### config.mk
export PLATFORM = sky130hd
export DESIGN_NAME = mode_select_ctrl
export DESIGN_NICKNAME = d
export VERILOG_FILES = /design/src/rtl/trigger_pkg.sv /design/src/rtl/btn_debounce.sv /design/src/rtl/mode_select_ctrl.sv
export SDC_FILE = /design/constraint.sdc
export NUM_CORES = 1
export LEC_CHECK = 0
export ABC_AREA = 1
export ABC_CLOCK_PERIOD_IN_PS = 1700
export CAP_MARGIN = 40
export CORE_MARGIN = 1.5
export CORE_UTILIZATION = 40
export CTS_CLUSTER_SIZE = 28
export DETAILED_ROUTE_END_ITERATION = 7
export HOLD_SLACK_MARGIN = 0.02
export PLACE_DENSITY = 0.62
export SETUP_SLACK_MARGIN = 0.1
export SLEW_MARGIN = 25
export SYNTH_ARGS = -nofsm -noshare
export SYNTH_HDL_FRONTEND = slang
export SYNTH_HIERARCHICAL = 1
export SYNTH_SLANG_ARGS = --single-unit
### constraint.sdc
create_clock -name clk -period 1.7 [get_ports clk]
set_input_delay 0.34 -clock clk [delete_from_list [all_inputs] [get_ports clk]]
set_output_delay 0.34 -clock clk [all_outputs]
set_load 0.1 [all_outputs]
### src/rtl/trigger_pkg.sv
// Definitions shared between the trigger top and its mode-selection front end.
package trigger_pkg;

  localparam int NUM_TRIG_MODES = 5;

  typedef enum logic [2:0] {
    MODE_IDLE = 3'd0,
    MODE_SEQ  = 3'd1,
    MODE_COMB = 3'd2,
    MODE_TIME = 3'd3,
    MODE_EDGE = 3'd4
  } mode_e;

  typedef enum logic [1:0] {
    RELEASED     = 2'd0,
    WAIT_PRESS   = 2'd1,
    PRESSED      = 2'd2,
    WAIT_RELEASE = 2'd3
  } deb_state_e;

endpackage

### src/rtl/btn_debounce.sv
// Two-flop synchroniser and debounce FSM for a raw push-button.
// press_pulse is high in the cycle whose closing edge moves WAIT_PRESS -> PRESSED.
module btn_debounce
  import trigger_pkg::*;
#(
  parameter int DEBOUNCE_CYCLES = 240000
) (
  input  logic clk,
  input  logic rst_n,
  input  logic sw2,
  output logic press_pulse,
  output logic level_pressed
);

  localparam int CNT_W = (DEBOUNCE_CYCLES > 2) ? $clog2(DEBOUNCE_CYCLES) : 1;
  // The transition edge is the one on which the count would reach DEBOUNCE_CYCLES-1,
  // so the counter never holds more than DEBOUNCE_CYCLES-2 and cannot wrap.
  localparam logic [CNT_W-1:0] CNT_LAST = CNT_W'(DEBOUNCE_CYCLES - 2);

  logic             sw_meta;
  logic             sw_sync;
  deb_state_e       state_q;
  logic [CNT_W-1:0] cnt_q;

  always_ff @(posedge clk or negedge rst_n) begin
    if (!rst_n) begin
      sw_meta <= 1'b0;
      sw_sync <= 1'b0;
    end else begin
      sw_meta <= sw2;
      sw_sync <= sw_meta;
    end
  end

  assign press_pulse   = (state_q == WAIT_PRESS) && sw_sync && (cnt_q == CNT_LAST);
  assign level_pressed = (state_q == PRESSED) || (state_q == WAIT_RELEASE);

  always_ff @(posedge clk or negedge rst_n) begin
    if (!rst_n) begin
      state_q <= RELEASED;
      cnt_q   <= '0;
    end else begin
      case (state_q)
        RELEASED: begin
          cnt_q <= '0;
          if (sw_sync) state_q <= WAIT_PRESS;
        end
        WAIT_PRESS: begin
          if (!sw_sync) begin
            state_q <= RELEASED;
            cnt_q   <= '0;
          end else if (cnt_q == CNT_LAST) begin
            state_q <= PRESSED;
            cnt_q   <= '0;
          end else begin
            cnt_q <= cnt_q + 1'b1;
          end
        end
        PRESSED: begin
          cnt_q <= '0;
          if (!sw_sync) state_q <= WAIT_RELEASE;
        end
        WAIT_RELEASE: begin
          if (sw_sync) begin
            state_q <= PRESSED;
            cnt_q   <= '0;
          end else if (cnt_q == CNT_LAST) begin
            state_q <= RELEASED;
            cnt_q   <= '0;
          end else begin
            cnt_q <= cnt_q + 1'b1;
          end
        end
        default: begin
          state_q <= RELEASED;
          cnt_q   <= '0;
        end
      endcase
    end
  end

endmodule

### src/rtl/mode_select_ctrl.sv
// Wrap-around mode selector driven by a debounced push-button, with one-hot engine enables.
// Define MODE_SELECT_LONG_PRESS_EN to make a long hold force the mode back to 0.
module mode_select_ctrl
  import trigger_pkg::*;
#(
  parameter  int NUM_MODES         = NUM_TRIG_MODES,
  parameter  int DEBOUNCE_CYCLES   = 240000,
  parameter  int LONG_PRESS_CYCLES = 12000000,
  localparam int STATE_W           = $clog2(NUM_MODES)
) (
  input  logic                 clk,
  input  logic                 rst_n,
  input  logic                 sw2,
  output logic [STATE_W-1:0]   state_o,
  output logic [NUM_MODES-1:0] active_o,
  output logic                 press_pulse_o
);

  logic               press_accept;
  logic               level_pressed;
  logic               long_fire;
  logic [STATE_W-1:0] state_nxt;

  btn_debounce #(
    .DEBOUNCE_CYCLES(DEBOUNCE_CYCLES)
  ) u_debounce (
    .clk          (clk),
    .rst_n        (rst_n),
    .sw2          (sw2),
    .press_pulse  (press_accept),
    .level_pressed(level_pressed)
  );

`ifdef MODE_SELECT_LONG_PRESS_EN
  localparam int HOLD_W = (LONG_PRESS_CYCLES > 2) ? $clog2(LONG_PRESS_CYCLES) : 1;
  localparam logic [HOLD_W-1:0] HOLD_FIRE = HOLD_W'(LONG_PRESS_CYCLES - 2);
  localparam logic [HOLD_W-1:0] HOLD_SAT  = HOLD_W'(LONG_PRESS_CYCLES - 1);

  logic [HOLD_W-1:0] hold_q;

  // Fires on the edge that takes the count to its saturation value, hence once per hold.
  assign long_fire = level_pressed && (hold_q == HOLD_FIRE);

  always_ff @(posedge clk or negedge rst_n) begin
    if (!rst_n)                 hold_q <= '0;
    else if (!level_pressed)    hold_q <= '0;
    else if (hold_q != HOLD_SAT) hold_q <= hold_q + 1'b1;
  end
`else
  localparam int unused_long_press_cycles = LONG_PRESS_CYCLES;
  logic unused_level_pressed;

  // Hold duration has no effect in this build.
  assign unused_level_pressed = level_pressed;
  assign long_fire            = 1'b0;
`endif

  always_comb begin
    state_nxt = state_o;
    if (32'(state_o) >= NUM_MODES)
      state_nxt = '0;
    else if (long_fire)
      state_nxt = '0;
    else if (press_accept)
      state_nxt = (32'(state_o) == NUM_MODES - 1) ? '0 : state_o + 1'b1;
  end

  // Index and one-hot are loaded from the same next value so they always agree.
  always_ff @(posedge clk or negedge rst_n) begin
    if (!rst_n) begin
      state_o       <= '0;
      active_o      <= NUM_MODES'(1);
      press_pulse_o <= 1'b0;
    end else begin
      state_o       <= state_nxt;
      active_o      <= NUM_MODES'(1) << state_nxt;
      press_pulse_o <= press_accept;
    end
  end

endmodule

Yosys cells after proc, flatten, opt, wreduce, memory -nomap -nowiden
Index checks and enable logic that the tools add are counted.
Cells by class
  $add $sub $neg: 2
  magnitude comparators: 1
  equality and inequality tests: 9
  shift operators: 1
  muxes and demuxes: 14
  reduce and logical (&&, ||, !) cells: 5
Operators with widths (count)
  18-bit 2-to-1 mux: 3
  18-bit case mux with 3 select lines: 1
  18-bit by 1-bit adder with 18-bit output, second input constant: 1
  18-bit == test, second input constant: 1
  2-bit 2-to-1 mux: 6
  3-bit 2-to-1 mux: 3
  2-bit case mux with 4 select lines: 1
  1-bit by 3-bit left shift with 5-bit output, first input constant: 1
  2-bit == test, second input constant: 2
  4-bit AND reduction: 1
  3-bit by 1-bit adder with 3-bit output, second input constant: 1
  3-bit == test, second input constant: 1
  3-bit >= comparator, second input constant: 1
  3-bit by 2-bit != test with 1-bit output, second input constant: 1
  3-bit != test, second input constant: 1
  2-bit by 1-bit == test with 1-bit output, second input constant: 1
  1-bit logical AND: 2
  2-bit zero test: 1
  2-bit by 1-bit != test with 1-bit output, second input constant: 1
  2-bit != test, second input constant: 1
  2-bit OR reduction: 1
Storage, ports and cells
  register bits: 31
  bits of input ports: 3
  output and inout bits: 9
  word-level logic and storage cells: 39

Depth between registers and ports, before layout
Gate-level depths: netlist (run 1).
  word-level depth: 6
  mapped depth: 14
  depth with buffers taken out: 14

Hierarchy
Netlist (run 1), hierarchy kept.
By module, submodules not included
  btn_debounce: times used 1, cells each 170, area an instance 1271.2 um2, seq. area each 550.5 um2
  mode_select_ctrl: times used 1, cells each 51, area an instance 465.4 um2, seq. area each 226.5 um2

Worst setup path after synthesis (run 1)
No wires, ideal clock.
  path type: register -> register
  start: register state_o[1]
  end: register active_o[4]
  library setup time: 0.116 ns
  data arrival time: 1.822 ns
  required time: 1.584 ns
  setup slack: -0.238 ns
  stages on the path, launching flop included: 8
  path buffers: 0
  clock period less this slack: 1.938 ns
  cells stage by stage: dfrtp_1 -> inv_1 -> ha_1 -> nand2_1 -> o21ai_1 -> nand2_1 -> nand2_2 -> nor2_2
Between the ends
  longest elaborated chain between the ends: 5
  elaborated cells on any way between the ends: 7
  classes of those cells: add/sub: 1; order compare: 1; eq/ne: 1; shift: 1; mux: 3
Ends and longest elaborated chain
  start: declaration: line mode_select_ctrl.sv:14  | output logic [STATE_W-1:0] state_o,
  start signal: assignment: line mode_select_ctrl.sv:75  | state_o <= state_nxt;
  3-bit by 1-bit adder with 3-bit output / 3-bit == test (equally long branches): line mode_select_ctrl.sv:65  | state_nxt = (32'(state_o) == NUM_MODES - 1) ? '0 : state_o + 1'b1;
  3-bit 2-to-1 mux: line mode_select_ctrl.sv:65
  3-bit 2-to-1 mux: line mode_select_ctrl.sv:64  | else if (press_accept)
  3-bit 2-to-1 mux (*): line mode_select_ctrl.sv:60  | if (32'(state_o) >= NUM_MODES)
  1-bit by 3-bit left shift with 5-bit output (*): line mode_select_ctrl.sv:76  | active_o <= NUM_MODES'(1) << state_nxt;
  end signal: assignment: line mode_select_ctrl.sv:76
  end: declaration: line mode_select_ctrl.sv:15  | output logic [NUM_MODES-1:0] active_o,
Mark *: on every way between the ends. The rest lies on a longest branch, timed or not.
A chain may end at the register's enable or synchronous reset.

Final worst setup path (run 1)
  start: register u_debounce.cnt_q[0]
  end: register active_o[2]
Between the ends
  longest elaborated chain between the ends: 5
Ends and longest elaborated chain
  start: declaration: line btn_debounce.sv:23  | logic [CNT_W-1:0] cnt_q;
  start signal: assignment: line btn_debounce.sv:56  | cnt_q <= cnt_q + 1'b1;
  start signal: assignment: line btn_debounce.sv:71  | cnt_q <= cnt_q + 1'b1;
  18-bit == test: line btn_debounce.sv:35  | assign press_pulse = (state_q == WAIT_PRESS) && sw_sync && (cnt_q == CNT_LAST);
  1-bit logical AND: line btn_debounce.sv:35
  net press_accept: line mode_select_ctrl.sv:19  | logic press_accept;
  3-bit 2-to-1 mux: line mode_select_ctrl.sv:64
  3-bit 2-to-1 mux: line mode_select_ctrl.sv:60
  1-bit by 3-bit left shift with 5-bit output: line mode_select_ctrl.sv:76
The timed path passes the listed nets, and every way through them passes these cells.

==> flow_metrics.env, run 1 <==
export IMPL_fin_skew_ns=0.00523
export IMPL_p_leak_nw=1.12
export IMPL_cts_reportedPaths_clkPinSlew_ns=0.07
export IMPL_worstHoldStart="u_debounce/sw_meta"
export IMPL_drt_pass1_iterations=4
export IMPL_rows=23
export IMPL_initial_utilization=0.424
export IMPL_cap_violations=0
export IMPL_grt_overflow=0
export IMPL_timing_rr_end="active_o[2]"
export IMPL_synth_area_um2=1730
export IMPL_fin_crit_sh=1.07
export IMPL_dieArea_um2=4740
export IMPL_fmax_ghz=0.550
export IMPL_critPathArrivalTime_ns=2.03
export IMPL_cts_sinks=31
export IMPL_maxSlewViolCount=0
export IMPL_grt_start_max_net_pins=32
export IMPL_fin_area_um2=2440
export IMPL_r2r_slack_ns=-0.12
export IMPL_diodes=0
export IMPL_layout_setup_ws_ns=-0.119
export IMPL_drtIter0Drc=86
export IMPL_whs_endpoint="u_debounce/sw_sync"
export IMPL_worstPathCellList="inv_2, ha_4, nand2_2, nor2_1, nand3_1, nor2_2, nand2_2, nor2_4, nand2_1, inv_1, nand2_2, nand2_4, nand3_2, nor2_1"
export IMPL_crit_path_frequent_cell="nand2_2"
export IMPL_ctsHoldBuffers=0
export IMPL_root_buffer="clkbuf_8"
export IMPL_power_mw=1.46
export IMPL_min_path_type="flip-flop to flip-flop"
export IMPL_core_area_um2=4090
export IMPL_routabilityCongestion=0.890
export IMPL_viasPerCell=4.61
export IMPL_status="complete, but fails checks"
export IMPL_final_hold_violation_count=0
export IMPL_num_vias=1476
export IMPL_seqCellArea_um2=779
export IMPL_crit_fanout=7
export IMPL_fin_crit_ns=1.82
export IMPL_syn2layout_area_growth_pct=40.6
export IMPL_cts_tree="yes"
export IMPL_grt_pass1_wl_mm=6.13
export IMPL_worst_pin_slew_ns=0.323
export IMPL_failed_checks="negative setup slack"
export IMPL_io_pins=12
export IMPL_worstSetupPathType="flip-flop to flip-flop"
export IMPL_fillerInstances=359
export IMPL_antenna_left=0
export IMPL_layout_drive_gt1_share=0.344
export IMPL_cts_made_buffers=5
export IMPL_slew_headroom=0.783
export IMPL_drt_wl_total_mm=3.71
export IMPL_cpPeakStageDelay_ns=0.40
export IMPL_hpwlAfterDp_mm=2.51
export IMPL_crit_family="simple AND/OR/NAND/NOR gates"
export IMPL_io_buffers=11
export IMPL_antenna_found_initial=0
export IMPL_drc=0
export IMPL_die_w_um=68.8
export IMPL_power_density_nw_per_um2=599
export IMPL_required_ns=1.91
export IMPL_post_dp_cell_area_um2=2160
export IMPL_peakVddDrop_uv=552
export IMPL_cp_start_kind="flip-flop"
export IMPL_avgSynthCellArea_um2=7.88
export IMPL_yosysWarnings=6
export IMPL_setup_viol=6
export IMPL_postSynthCellCount=220
export IMPL_htreeDepth=2
export IMPL_wire_per_inst_um=11.6
export IMPL_clkLatencyLatePin_ns=0.28
export IMPL_rsz0062_at_grt="true"
export IMPL_rr_worst_depth=14
export IMPL_die_h_um=68.8
export IMPL_grt_pass1_vias=1384
export IMPL_tns_ns=-0.591
export IMPL_cpMaxStageDelayCell="dfrtp_1"
export IMPL_clk_path_buf_depth=2
export IMPL_end_kind="flip-flop"
export IMPL_synth_fp_nets=228
export IMPL_r2r_start="u_debounce/cnt_q[0]"
export IMPL_layout_nets=277
export IMPL_multiInputGateArea_um2=932
export IMPL_grt_usage=0.177
export IMPL_hold_path_depth=0
export IMPL_worst_path_buf_inv=2
## layout make-up
type / instances / share of cell area
multi-input cells: 160 / 0.383
well taps: 50 / 0.0257
repair buffers: 42 / 0.184
clock buffers: 7 / 0.0395
inverters: 29 / 0.0447
clock inverters: 1 / 0.00308
flip-flops and latches: 31 / 0.320
## routing by layer
| metal | up-vias | track usage | share of wire |
|---|---|---|---|
| met4 | 0 | 0.0662 | 0.016 |
| met1 | 674 | 0.244 | 0.48 |
| li1 | 767 | - | - |
| met2 | 30 | 0.267 | 0.46 |
| met5 | - | 0 | 0 |
| met3 | 5 | 0.0455 | 0.043 |
## flip-flops by register name, indices dropped and copies added (netlist names), named ones only
name,count
u_debounce/cnt_q,18
active_o,5
state_o,3
press_pulse_o,1
u_debounce/state_q,1
u_debounce/sw_meta,1
u_debounce/sw_sync,1
## cells in the final DEF, fill, tap and decap left out, types with 3 or more instances in the layout
master / n
nand2_1: 44
nor2_1: 40
buf_4: 29
dfrtp_1: 28
inv_1: 26
nand2_2: 13
nand3_1: 13
buf_12: 10
nor2_2: 9
nor2_4: 7
clkbuf_8: 7
xnor2_1: 5
nand2_4: 4
ha_1: 4
nand4_1: 4
xor2_1: 4
inv_2: 3
## worst max-delay path by stage
stage | from | endpoint | cells after the start
2_1_floorplan | u_debounce/cnt_q[0] | active_o[4] | 13
3_3_place_gp | u_debounce/cnt_q[0] | active_o[4] | 13
3_5_place_dp | u_debounce/cnt_q[0] | active_o[4] | 13
4_1_cts | u_debounce/cnt_q[0] | active_o[2] | 14
5_1_grt | u_debounce/cnt_q[0] | active_o[2] | 14
6_report | u_debounce/cnt_q[0] | active_o[2] | 14
## repair_timing
action | in CTS | in global routing
endpoints found under the hold margin | 0 | 0
resized for setup | 10 | 10
gates cloned | 0 | 1
setup endpoints to repair | 8 | 24
setup buffers | 9 | 4
pin swaps | 23 | 12
## report_power, final
group / leakage [nW] / switching [mW] / total (mW) / internal, mW
Combinational: 0.647 / 0.0377 / 0.0664 / 0.0287
Clock: 0.0505 / 0.276 / 0.644 / 0.368
Sequential: 0.418 / 0.00508 / 0.749 / 0.744
## metrics by stage
| step | hold slack [ns] | util | std cells | worst slack, ns |
|---|---|---|---|---|
| CTS | 0.354 | 0.581 | 317 | -0.0938 |
| detailed placement | 0.343 | 0.529 | 300 | -0.159 |
| global placement | 0.338 | 0.529 | 300 | -0.0829 |
| floorplan | 0.0444 | - | 220 | -0.0254 |
| finish | 0.351 | 0.596 | 320 | -0.119 |
| global route | 0.364 | 0.596 | 320 | -0.260 |
(Power assumes the default switching activity.)
==> run 2: changes to the inputs <==
--- a/config.mk
+++ b/config.mk
@@ -9,11 +9,11 @@
 export ABC_CLOCK_PERIOD_IN_PS = 1700
 export CAP_MARGIN = 40
 export CORE_MARGIN = 1.5
-export CORE_UTILIZATION = 40
+export CORE_UTILIZATION = 35
 export CTS_CLUSTER_SIZE = 28
 export DETAILED_ROUTE_END_ITERATION = 7
 export HOLD_SLACK_MARGIN = 0.02
-export PLACE_DENSITY = 0.62
+export PLACE_DENSITY = 0.56
 export SETUP_SLACK_MARGIN = 0.1
 export SLEW_MARGIN = 25
 export SYNTH_ARGS = -nofsm -noshare
==> flow_metrics.env, run 2 (same netlist as run 1, synthesis figures left out) <==
export IMPL_wire_per_inst_um=11.0
export IMPL_top_register="u_debounce/cnt_q"
export IMPL_cts_reportedPaths_clkPinSlew_ns=0.07
export IMPL_maxSlewViolCount=0
export IMPL_htreeDepth=2
export IMPL_worst_pin_slew_ns=0.358
export IMPL_layout_nets=272
export IMPL_min_path_type="flip-flop to flip-flop"
export IMPL_rsz0062_at_grt="true"
export IMPL_worstSetupPathType="flip-flop to flip-flop"
export IMPL_drc=0
export IMPL_pre_cts_ws_ns=-0.104
export IMPL_core_area_um2=4750
export IMPL_antenna_left=0
export IMPL_failed_checks="negative setup slack"
export IMPL_grt_pass1_wl_mm=6.57
export IMPL_fin_area_um2=2400
export IMPL_r2r_slack_ns=-0.04
export IMPL_syn2layout_area_growth_pct=38.4
export IMPL_hpwlAfterDp_mm=2.68
export IMPL_final_common_cell="nand2_1"
export IMPL_num_vias=1457
export IMPL_fin_skew_ns=0.00369
export IMPL_fin_crit_sh=1.02
export IMPL_fmax_ghz=0.576
export IMPL_ctsHoldBuffers=0
export IMPL_antenna_found_initial=0
export IMPL_seqCellArea_um2=779
export IMPL_cts_sinks=31
export IMPL_initial_utilization=0.364
export IMPL_drt_wl_total_mm=3.64
export IMPL_viasPerCell=4.39
export IMPL_largest_reg_flops=18
export IMPL_required_ns=1.88
export IMPL_io_buffers=11
export IMPL_final_hold_violation_count=0
export IMPL_drt_pass1_iterations=4
export IMPL_end_kind="flip-flop"
export IMPL_routabilityCongestion=0.841
export IMPL_fillerInstances=457
export IMPL_cap_violations=0
export IMPL_drtIter0Drc=63
export IMPL_power_mw=1.53
export IMPL_fin_crit_ns=1.74
export IMPL_cts_tree="yes"
export IMPL_layout_setup_ws_ns=-0.0372
export IMPL_critPathArrivalTime_ns=1.92
export IMPL_root_buffer="clkbuf_8"
export IMPL_clk_path_buf_depth=2
export IMPL_die_h_um=73.4
export IMPL_multiInputGateArea_um2=898
export IMPL_rows=25
export IMPL_peakVddDrop_uv=335
export IMPL_post_dp_cell_area_um2=2210
export IMPL_grt_pass1_vias=1503
export IMPL_largestRegisters="u_debounce/cnt_q: 18 flops, active_o: 5 flops, state_o: 3 flops"
export IMPL_place_inst=320
export IMPL_finalNonFillerCells=332
export IMPL_dieArea_um2=5380
export IMPL_slew_headroom=0.759
export IMPL_crit_fanout=7
export IMPL_layout_drive_gt1_share=0.332
export IMPL_diodes=0
export IMPL_die_w_um=73.4
export IMPL_cp_start_kind="flip-flop"
export IMPL_io_pins=12
export IMPL_grt_usage=0.162
export IMPL_grt_overflow=0
export IMPL_clkLatencyLatePin_ns=0.28
export IMPL_hold_ws_ns=0.348
export IMPL_final_cell_mix="nand2_1, nor2_1, dfrtp_1, inv_1, buf_4"
export IMPL_status="complete, but fails checks"
export IMPL_power_density_nw_per_um2=640
export IMPL_p_leak_nw=1.08
export IMPL_cts_made_buffers=5
export IMPL_setup_viol=5
export IMPL_grt_start_max_net_pins=32
[run 2: worst paths after layout]
| path | start | endpoint | cells after the start |
|---|---|---|---|
| worst max-delay path | u_debounce/cnt_q[0] | active_o[4] | 13 |
| worst max register to register | u_debounce/cnt_q[0] | active_o[4] | 13 |
| worst min register to register | u_debounce/sw_meta | u_debounce/sw_sync | 0 |
| min in group asynchronous | rst_n | u_debounce/cnt_q[17] | 2 |
| max in group asynchronous | rst_n | active_o[0] | 2 |
| worst min-delay path | u_debounce/sw_meta | u_debounce/sw_sync | 0 |
[run 2: critical path, stage by stage, from the launching register on]
cell and delay (ns):
dfrtp_1 0.39, inv_2 0.08, ha_4 0.13, nand2_2 0.05, nor2_2 0.10, nand3_1 0.08
nor2_2 0.12, nand2_2 0.08, nor2_4 0.17, nand2_1 0.09, o21ai_2 0.09, nand2_2 0.10
nand2_2 0.10, nor2_2 0.03
[run 2: power breakdown]
group          total, mW  leakage (nW)  internal, mW  switching [mW]
Combinational     0.0559         0.605        0.0221          0.0338
Clock              0.731        0.0581         0.436           0.295
Sequential         0.748         0.418         0.743         0.00478
[run 2: metrics by stage]
step,util,setup TNS [ns]
detailed placement,0.464,-0.356
CTS,0.507,-0.261
global route,0.504,-1.40
finish,0.504,-0.149
floorplan,-,-0.0750
global placement,0.464,-0.115
[run 2: what timing repair did]
item                       CTS  global route
setup endpoints to repair    8            12
gates resized for setup      9             5
buffers inserted             8             0
pin swaps                    8             0
[run 2: per-layer routing]
metal | track usage | share of wire | vias to the layer above
met4 | 0.0494 | 0.011 | 0
met2 | 0.281 | 0.50 | 22
li1 | - | - | 754
met3 | 0.0412 | 0.034 | 6
met1 | 0.196 | 0.46 | 675
met5 | 0 | 0 | -
[run 2: area by class of cell]
type / instances / area share
inverters: 29 / 0.0454
well taps: 67 / 0.0350
flip-flops and latches: 31 / 0.325
repair buffers: 38 / 0.173
clock inverters: 3 / 0.0183
clock buffers: 5 / 0.0287
multi-input cells: 159 / 0.375
